==> config.mk <==
export PLATFORM = sky130hd
export DESIGN_NAME = sd_block_reader
export DESIGN_NICKNAME = d
export VERILOG_FILES = /design/src/rtl/sd_ctrl_pkg.sv /design/src/rtl/sd_word_fifo.sv /design/src/rtl/sd_block_reader.sv
export SDC_FILE = /design/constraint.sdc
export NUM_CORES = 1
export LEC_CHECK = 0
export CORE_UTILIZATION = 49
export CTS_BUF_LIST = sky130_fd_sc_hd__clkbuf_8
export DETAILED_ROUTE_END_ITERATION = 10
export PLACE_DENSITY_LB_ADDON = 0.05
export RECOVER_POWER = 50
export SYNTH_ARGS = -nofsm -noshare
export SYNTH_HDL_FRONTEND = slang
export SYNTH_SLANG_ARGS = --single-unit
==> constraint.sdc <==
create_clock -name clock -period 2.39 [get_ports clock]
set_input_delay 0.239 -clock clock [delete_from_list [all_inputs] [get_ports clock]]
set_output_delay 0.239 -clock clock [all_outputs]
set_load 0.02 [all_outputs]
==> src/rtl/sd_ctrl_pkg.sv <==
// Shared types and constants for the SD block-read sequencer.
package sd_ctrl_pkg;

  localparam int unsigned SD_SECTOR_SHIFT = 9;
  localparam int unsigned SD_WORD_W       = 32;
  localparam int unsigned SD_ADDR_W       = 32;
  localparam int unsigned SD_REMAIN_W     = 16;

  typedef enum logic [1:0] {
    ST_IDLE,
    ST_SETADDR,
    ST_STREAM,
    ST_DRAIN
  } sd_state_t;

  // Sector number to helper byte address; upper sector bits fall off the top.
  function automatic logic [SD_ADDR_W-1:0] sector_to_addr(input logic [31:0] sector);
    return {sector[SD_ADDR_W-SD_SECTOR_SHIFT-1:0], {SD_SECTOR_SHIFT{1'b0}}};
  endfunction

endpackage

==> src/rtl/sd_word_fifo.sv <==
// Small synchronous FIFO with occupancy count; pointers wrap naturally (DEPTH is a power of two).
module sd_word_fifo
  import sd_ctrl_pkg::*;
#(
  parameter int unsigned WIDTH = SD_WORD_W + 1,
  parameter int unsigned DEPTH = 4
) (
  input  logic                     clock,
  input  logic                     reset_n,
  input  logic                     push,
  input  logic [WIDTH-1:0]         push_data,
  input  logic                     pop,
  output logic [WIDTH-1:0]         pop_data,
  output logic [$clog2(DEPTH):0]   count,
  output logic                     empty
);

  localparam int unsigned AW = $clog2(DEPTH);
  localparam int unsigned CW = AW + 1;

  logic [WIDTH-1:0] mem [DEPTH];
  logic [AW-1:0]    wr_ptr;
  logic [AW-1:0]    rd_ptr;
  logic             full;
  logic             do_pop;

  assign empty    = (count == '0);
  assign full     = (count == CW'(DEPTH));
  assign do_pop   = pop && !empty;
  assign pop_data = mem[rd_ptr];

  always_ff @(posedge clock or negedge reset_n) begin
    if (!reset_n) begin
      mem    <= '{default: '0};
      wr_ptr <= '0;
      rd_ptr <= '0;
      count  <= '0;
    end else begin
      if (push) begin
        mem[wr_ptr] <= push_data;
        wr_ptr      <= wr_ptr + AW'(1);
      end
      if (do_pop) begin
        rd_ptr <= rd_ptr + AW'(1);
      end
      count <= count + CW'(push) - CW'(do_pop);
    end
  end

  // A push into a full FIFO is only legal when the same cycle pops.
  assert property (@(posedge clock) disable iff (!reset_n) !(push && full && !pop));

endmodule

==> src/rtl/sd_block_reader.sv <==
// Block-read sequencer: one address-set per request, flow-controlled read strobes, buffered word stream.
module sd_block_reader
  import sd_ctrl_pkg::*;
#(
  parameter int unsigned WORDS_PER_BLOCK = 128,
  parameter int unsigned FIFO_DEPTH      = 4
) (
  input  logic                   clock,
  input  logic                   reset_n,
  input  logic                   req_valid,
  output logic                   req_ready,
  input  logic [31:0]            req_sector,
  input  logic [7:0]             req_count,
  output logic                   sd_set_addr,
  output logic [SD_ADDR_W-1:0]   sd_addr,
  output logic                   sd_ren,
  input  logic [SD_WORD_W-1:0]   sd_data,
  output logic                   out_valid,
  input  logic                   out_ready,
  output logic [SD_WORD_W-1:0]   out_data,
  output logic                   out_last,
  output logic                   busy,
  output logic                   done
);

  localparam int unsigned CW = $clog2(FIFO_DEPTH) + 1;
  localparam int unsigned OW = CW + 1;

  sd_state_t              state;
  logic [SD_REMAIN_W-1:0] remaining;
  logic                   ren_last;
  logic [CW-1:0]          fifo_count;
  logic                   fifo_empty;
  logic [SD_WORD_W:0]     fifo_head;
  logic [OW-1:0]          occupancy;
  logic                   pop;
  logic                   issue;
  logic                   last_issue;
  logic                   drained;
  logic                   unused_sector;

  assign unused_sector = ^req_sector[31:SD_ADDR_W-SD_SECTOR_SHIFT];

  assign req_ready = (state == ST_IDLE);
  assign busy      = (state != ST_IDLE);
  assign out_valid = !fifo_empty;
  assign out_data  = out_valid ? fifo_head[SD_WORD_W-1:0] : '0;
  assign out_last  = out_valid && fifo_head[SD_WORD_W];
  assign pop       = out_valid && out_ready;

  // sd_ren doubles as the inflight flag: its word lands in the FIFO at the end of this cycle.
  assign occupancy  = {1'b0, fifo_count} + OW'(sd_ren);
  assign issue      = ((state == ST_SETADDR) || (state == ST_STREAM)) &&
                      (remaining != '0) && (occupancy < OW'(FIFO_DEPTH));
  assign last_issue = issue && (remaining == SD_REMAIN_W'(1));
  // Looks one edge ahead so done rises the cycle after the final pop.
  assign drained    = !sd_ren && (fifo_empty || ((fifo_count == CW'(1)) && pop));

  always_ff @(posedge clock or negedge reset_n) begin
    if (!reset_n) begin
      state       <= ST_IDLE;
      remaining   <= '0;
      sd_set_addr <= 1'b0;
      sd_addr     <= '0;
      sd_ren      <= 1'b0;
      ren_last    <= 1'b0;
      done        <= 1'b0;
    end else begin
      sd_set_addr <= 1'b0;
      sd_addr     <= '0;
      done        <= 1'b0;
      sd_ren      <= issue;
      ren_last    <= last_issue;
      if (issue) begin
        remaining <= remaining - SD_REMAIN_W'(1);
      end
      unique case (state)
        ST_IDLE: begin
          if (req_valid) begin
            remaining <= SD_REMAIN_W'(req_count) * SD_REMAIN_W'(WORDS_PER_BLOCK);
            if (req_count == '0) begin
              state <= ST_DRAIN;
            end else begin
              state       <= ST_SETADDR;
              sd_set_addr <= 1'b1;
              sd_addr     <= sector_to_addr(req_sector);
            end
          end
        end
        ST_SETADDR: state <= ST_STREAM;
        ST_STREAM: begin
          if (sd_ren && ren_last) begin
            state <= ST_DRAIN;
          end
        end
        ST_DRAIN: begin
          if (done) begin
            state <= ST_IDLE;
          end else if (drained) begin
            done <= 1'b1;
          end
        end
        default: state <= ST_IDLE;
      endcase
    end
  end

  sd_word_fifo #(
    .WIDTH(SD_WORD_W + 1),
    .DEPTH(FIFO_DEPTH)
  ) u_fifo (
    .clock    (clock),
    .reset_n  (reset_n),
    .push     (sd_ren),
    .push_data({ren_last, sd_data}),
    .pop      (pop),
    .pop_data (fifo_head),
    .count    (fifo_count),
    .empty    (fifo_empty)
  );

endmodule

==> flow_metrics.py <==
metrics = {
    "sta": {
        "slew_viol_final": 68,
        "setup_viol": 0,
        "relSlewSlack": -0.1456,
        "fmax_mhz": 420.6,
        "hold_viol_final": 0,
        "finalClockSkew_ns": 0.008176,
        "worstMarginPinSlew_ns": 1.718,
        "fin_crit_sh": 0.9947,
        "min_period_ns": 2.377,
        "rsz0062_at_grt": "yes",
    },
    "worst_setup_path": {
        "timing.reg2reg.setup_slack_ns": 0.01,
        "critical_path.cell_chain": "or4_2 > buf_4 > or3_1 > or4_1 > a21oi_2",
        "startpoint": "remaining[11]$_DFF_PN0_",
        "crit_buf_inv": 1,
        "crit_slowest_cell": "or4_2",
        "r2r-end": "remaining[15]$_DFF_PN0_",
        "cp_data_arrival_time_ns": 2.76,
        "crit_end": "remaining[15]$_DFF_PN0_",
        "path_depth": 5,
        "critPathLaunchType": "flop",
        "cp_max_fo": 5,
        "rr_startpoint": "remaining[11]$_DFF_PN0_",
        "crit_type": "reg -> reg",
        "reg2reg_depth": 5,
        "crit_required_ns": 2.78,
        "cp-end-kind": "flop",
        "cpPeakStageDelay_ns": 0.70,
        "critPathTopFamily": "simple AND/OR/NAND/NOR gates",
    },
    "clock_network": {
        "cts_root_buffer": "clkbuf_8",
        "clockBufferDepth": 2,
        "cts_buffers": 17,
        "path_clk_slew_ns": 0.09,
        "insertion_delay_ns": 0.45,
        "cts_max_level": 4,
        "cts_num_sinks": 184,
        "cts_tree": "yes",
    },
    "synth": {
        "postSynthAreaPerCell_sq_um": 14.20,
        "synth_ff_type": "dfrtp_1",
        "async_flop_share": 1.000,
        "syn_area_sq_mm": 0.008290,
        "yosys_warnings": 0,
        "synthCells": 584,
        "synth-edff-count": 0,
        "synthDistinctLibCells": 45,
        "yosysTopAreaCell": "dfrtp_1",
        "synth.yosys.seq_area_share": 0.5554,
        "ys_top_cells_by_area": "dfrtp_1 (56%), mux2_2 (18%), mux4_2 (9.0%), and2_1 (4.4%), ha_1 (2.0%)",
        "yosysTopAreaCellShare": 0.5554,
        "ys_ff_latch": 184,
    },
    "pwr": {
        "seqPwrFrac": 0.361,
        "p_leak_nw": 4.445,
        "power_switching_mw": 5.118,
        "clkPwrFrac": 0.144,
        "p_comb_frac": 0.494,
        "ir_drop_mv": 0.6245,
        "internal_power_mw": 9.388,
        "powerDensity_mw_per_mm2": 1392,
        "swShare": 0.3528,
    },
    "floorplanning": {
        "die_w_um": 132.1,
        "die_h_um": 132.1,
        "dieArea_sq_mm": 0.01744,
        "io_pins": 147,
        "core_area_sq_mm": 0.01652,
        "initial_core_util": 0.5017,
        "std_cell_rows": 47,
    },
    "detailed_routing": {
        "drcViolationCount": 0,
        "viasPerCell": 5.353,
        "drt-wirelength-per-cell_um": 17.95,
        "first_iter_violations": 192,
        "vias": 5192,
        "ant_nets": 0,
        "dr.pass1.iters": 4,
        "finalWirelength_mm": 17.41,
    },
    "placement": {
        "place_hpwl_mm": 11.17,
        "port_buffers": 128,
        "gp_congestion": 0.7962,
        "placed_area_sq_mm": 0.01001,
        "dp.cells": 930,
    },
    "run_status": {
        "violations": "max-capacitance violations, max-slew violations",
        "status": "complete, but fails checks",
    },
    "finish": {
        "final_nets": 827,
        "syn_to_final_growth_pct": 25.70,
        "drive_above_1_share": 0.3600,
        "antennaDiodeCount": 0,
        "nFillCells": 1237,
        "utilization": 0.6307,
        "stdcell_count": 970,
        "postLayoutCellArea_sq_mm": 0.01042,
    },
    "global_route": {
        "track_usage": 0.2113,
        "grt_pass1_wl_mm": 28.52,
        "grt_max_degree": 68,
        "antenna_found_initial": 0,
        "grt_pass1_vias": 5685,
        "grt_overflow": 0,
    },
    "flow_run": {
        "cap_violations": 1,
    },
    "worst_hold_path": {
        "hp-class": "in -> reg",
    },
}
-- routing by layer --
layer | share of wire | up-vias | global-route usage
met2 | 0.52 | 130 | 0.3618
met3 | 0.053 | 9 | 0.05767
met1 | 0.42 | 2670 | 0.2582
met4 | 0.0087 | 0 | 0.07171
li1 | - | 2383 | -
met5 | 0 | - | 0
-- worst min path at each step --
stage | to | slack, ns | cells after the start | from
floorplan | done$_DFF_PN0_ | -0.06 | 0 | reset_n
global placement | u_fifo.mem[38]$_DFFE_PN0P_ | 0.28 | 1 | reset_n
detailed placement | u_fifo.mem[77]$_DFFE_PN0P_ | 0.29 | 1 | reset_n
CTS | sd_addr[22]$_DFF_PN0_ | 0.30 | 2 | req_sector[13]
global route | sd_addr[16]$_DFF_PN0_ | 0.31 | 2 | req_sector[7]
finish | sd_addr[26]$_DFF_PN0_ | 0.33 | 2 | req_sector[17]
-- sequential cells by signal, indices dropped and copies added (netlist names) --
signal	count
u_fifo.mem	132
done	1
u_fifo.wr_ptr	2
ren_last	1
u_fifo.rd_ptr	2
sd_set_addr	1
sd_ren	1
state	2
u_fifo.count	3
sd_addr	23
remaining	16
-- power by group through the flow --
stage | clock [mW] | sequential (mW) | combinational, mW
3_3_place_gp | 0 | 5.16 | 7.33
4_1_cts | 2.16 | 5.22 | 7.20
2_1_floorplan | 0 | 5.15 | 4.80
6_report | 2.09 | 5.24 | 7.17
3_5_place_dp | 0 | 5.29 | 7.52
5_1_grt | 2.28 | 5.41 | 7.75
-- cell usage in the layout (no fill, tap or decap), types with 11 or more instances in the layout --
cell	instances
nor2_1	20
inv_1	15
and2_1	56
dfrtp_1	182
clkbuf_2	16
clkdlybuf4s50_1	93
ha_1	13
mux4_2	33
mux2_2	132
clkdlybuf4s15_1	15
buf_4	21
nand2_1	11
clkbuf_8	20
-- timing repair --
action	in CTS	in global routing
setup endpoints to repair	40	31
hold buffers	1	0
endpoints found under the hold margin	62	0
buffers inserted	3	3
resized for setup	45	52
gates cloned	0	1
pin swaps	0	3
-- cell families after synthesis --
group,synth area share
compound gates,0.02656
fa+ha+maj,0.02203
buf+inv,0.02837
other cells,0.0004523
flops,0.5554
mux,0.2714
xor+xnor,0.007395
simple gates,0.08844
-- through the flow --
stage / hold slack, ns / TNS (ns) / total power [mW] / setup WS, ns
after floorplan: -0.05659 / -0.02120 / 9.943 / -0.02120
after global placement: 0.2779 / 0 / 12.49 / 0.03147
after detailed placement: 0.2926 / -0.02735 / 12.81 / -0.01562
after CTS: 0.3011 / -0.01130 / 14.58 / -0.01130
after global routing: 0.3121 / -0.3755 / 15.44 / -0.07041
final: 0.3318 / 0 / 14.51 / 0.01258
-- layout make-up --
class                   count  area [sq um]  share of cell area
clock buffers              20         275.3             0.02641
flip-flops and latches    184          4607              0.4421
multi-input cells         356          3532              0.3389
repair buffers            165          1559              0.1496
clock inverters            12         123.9             0.01189
inverters                  13         48.80            0.004682
well taps                 220         275.3             0.02641
-- Yosys cell counts (5+ instances only) --
library cell and number:
dfrtp_1 184, o31ai_1 5, a31oi_1 5, mux4_2 33, clkbuf_1 12, inv_1 13
buf_4 9, nand2_1 15, buf_1 16, or4_1 5, o21ai_0 7, mux2_2 132
a21oi_1 7, ha_1 13, nor2_1 20, and2_1 58, xnor2_1 5, or3_1 7
Note: power is estimated with default switching activity, not from simulation.
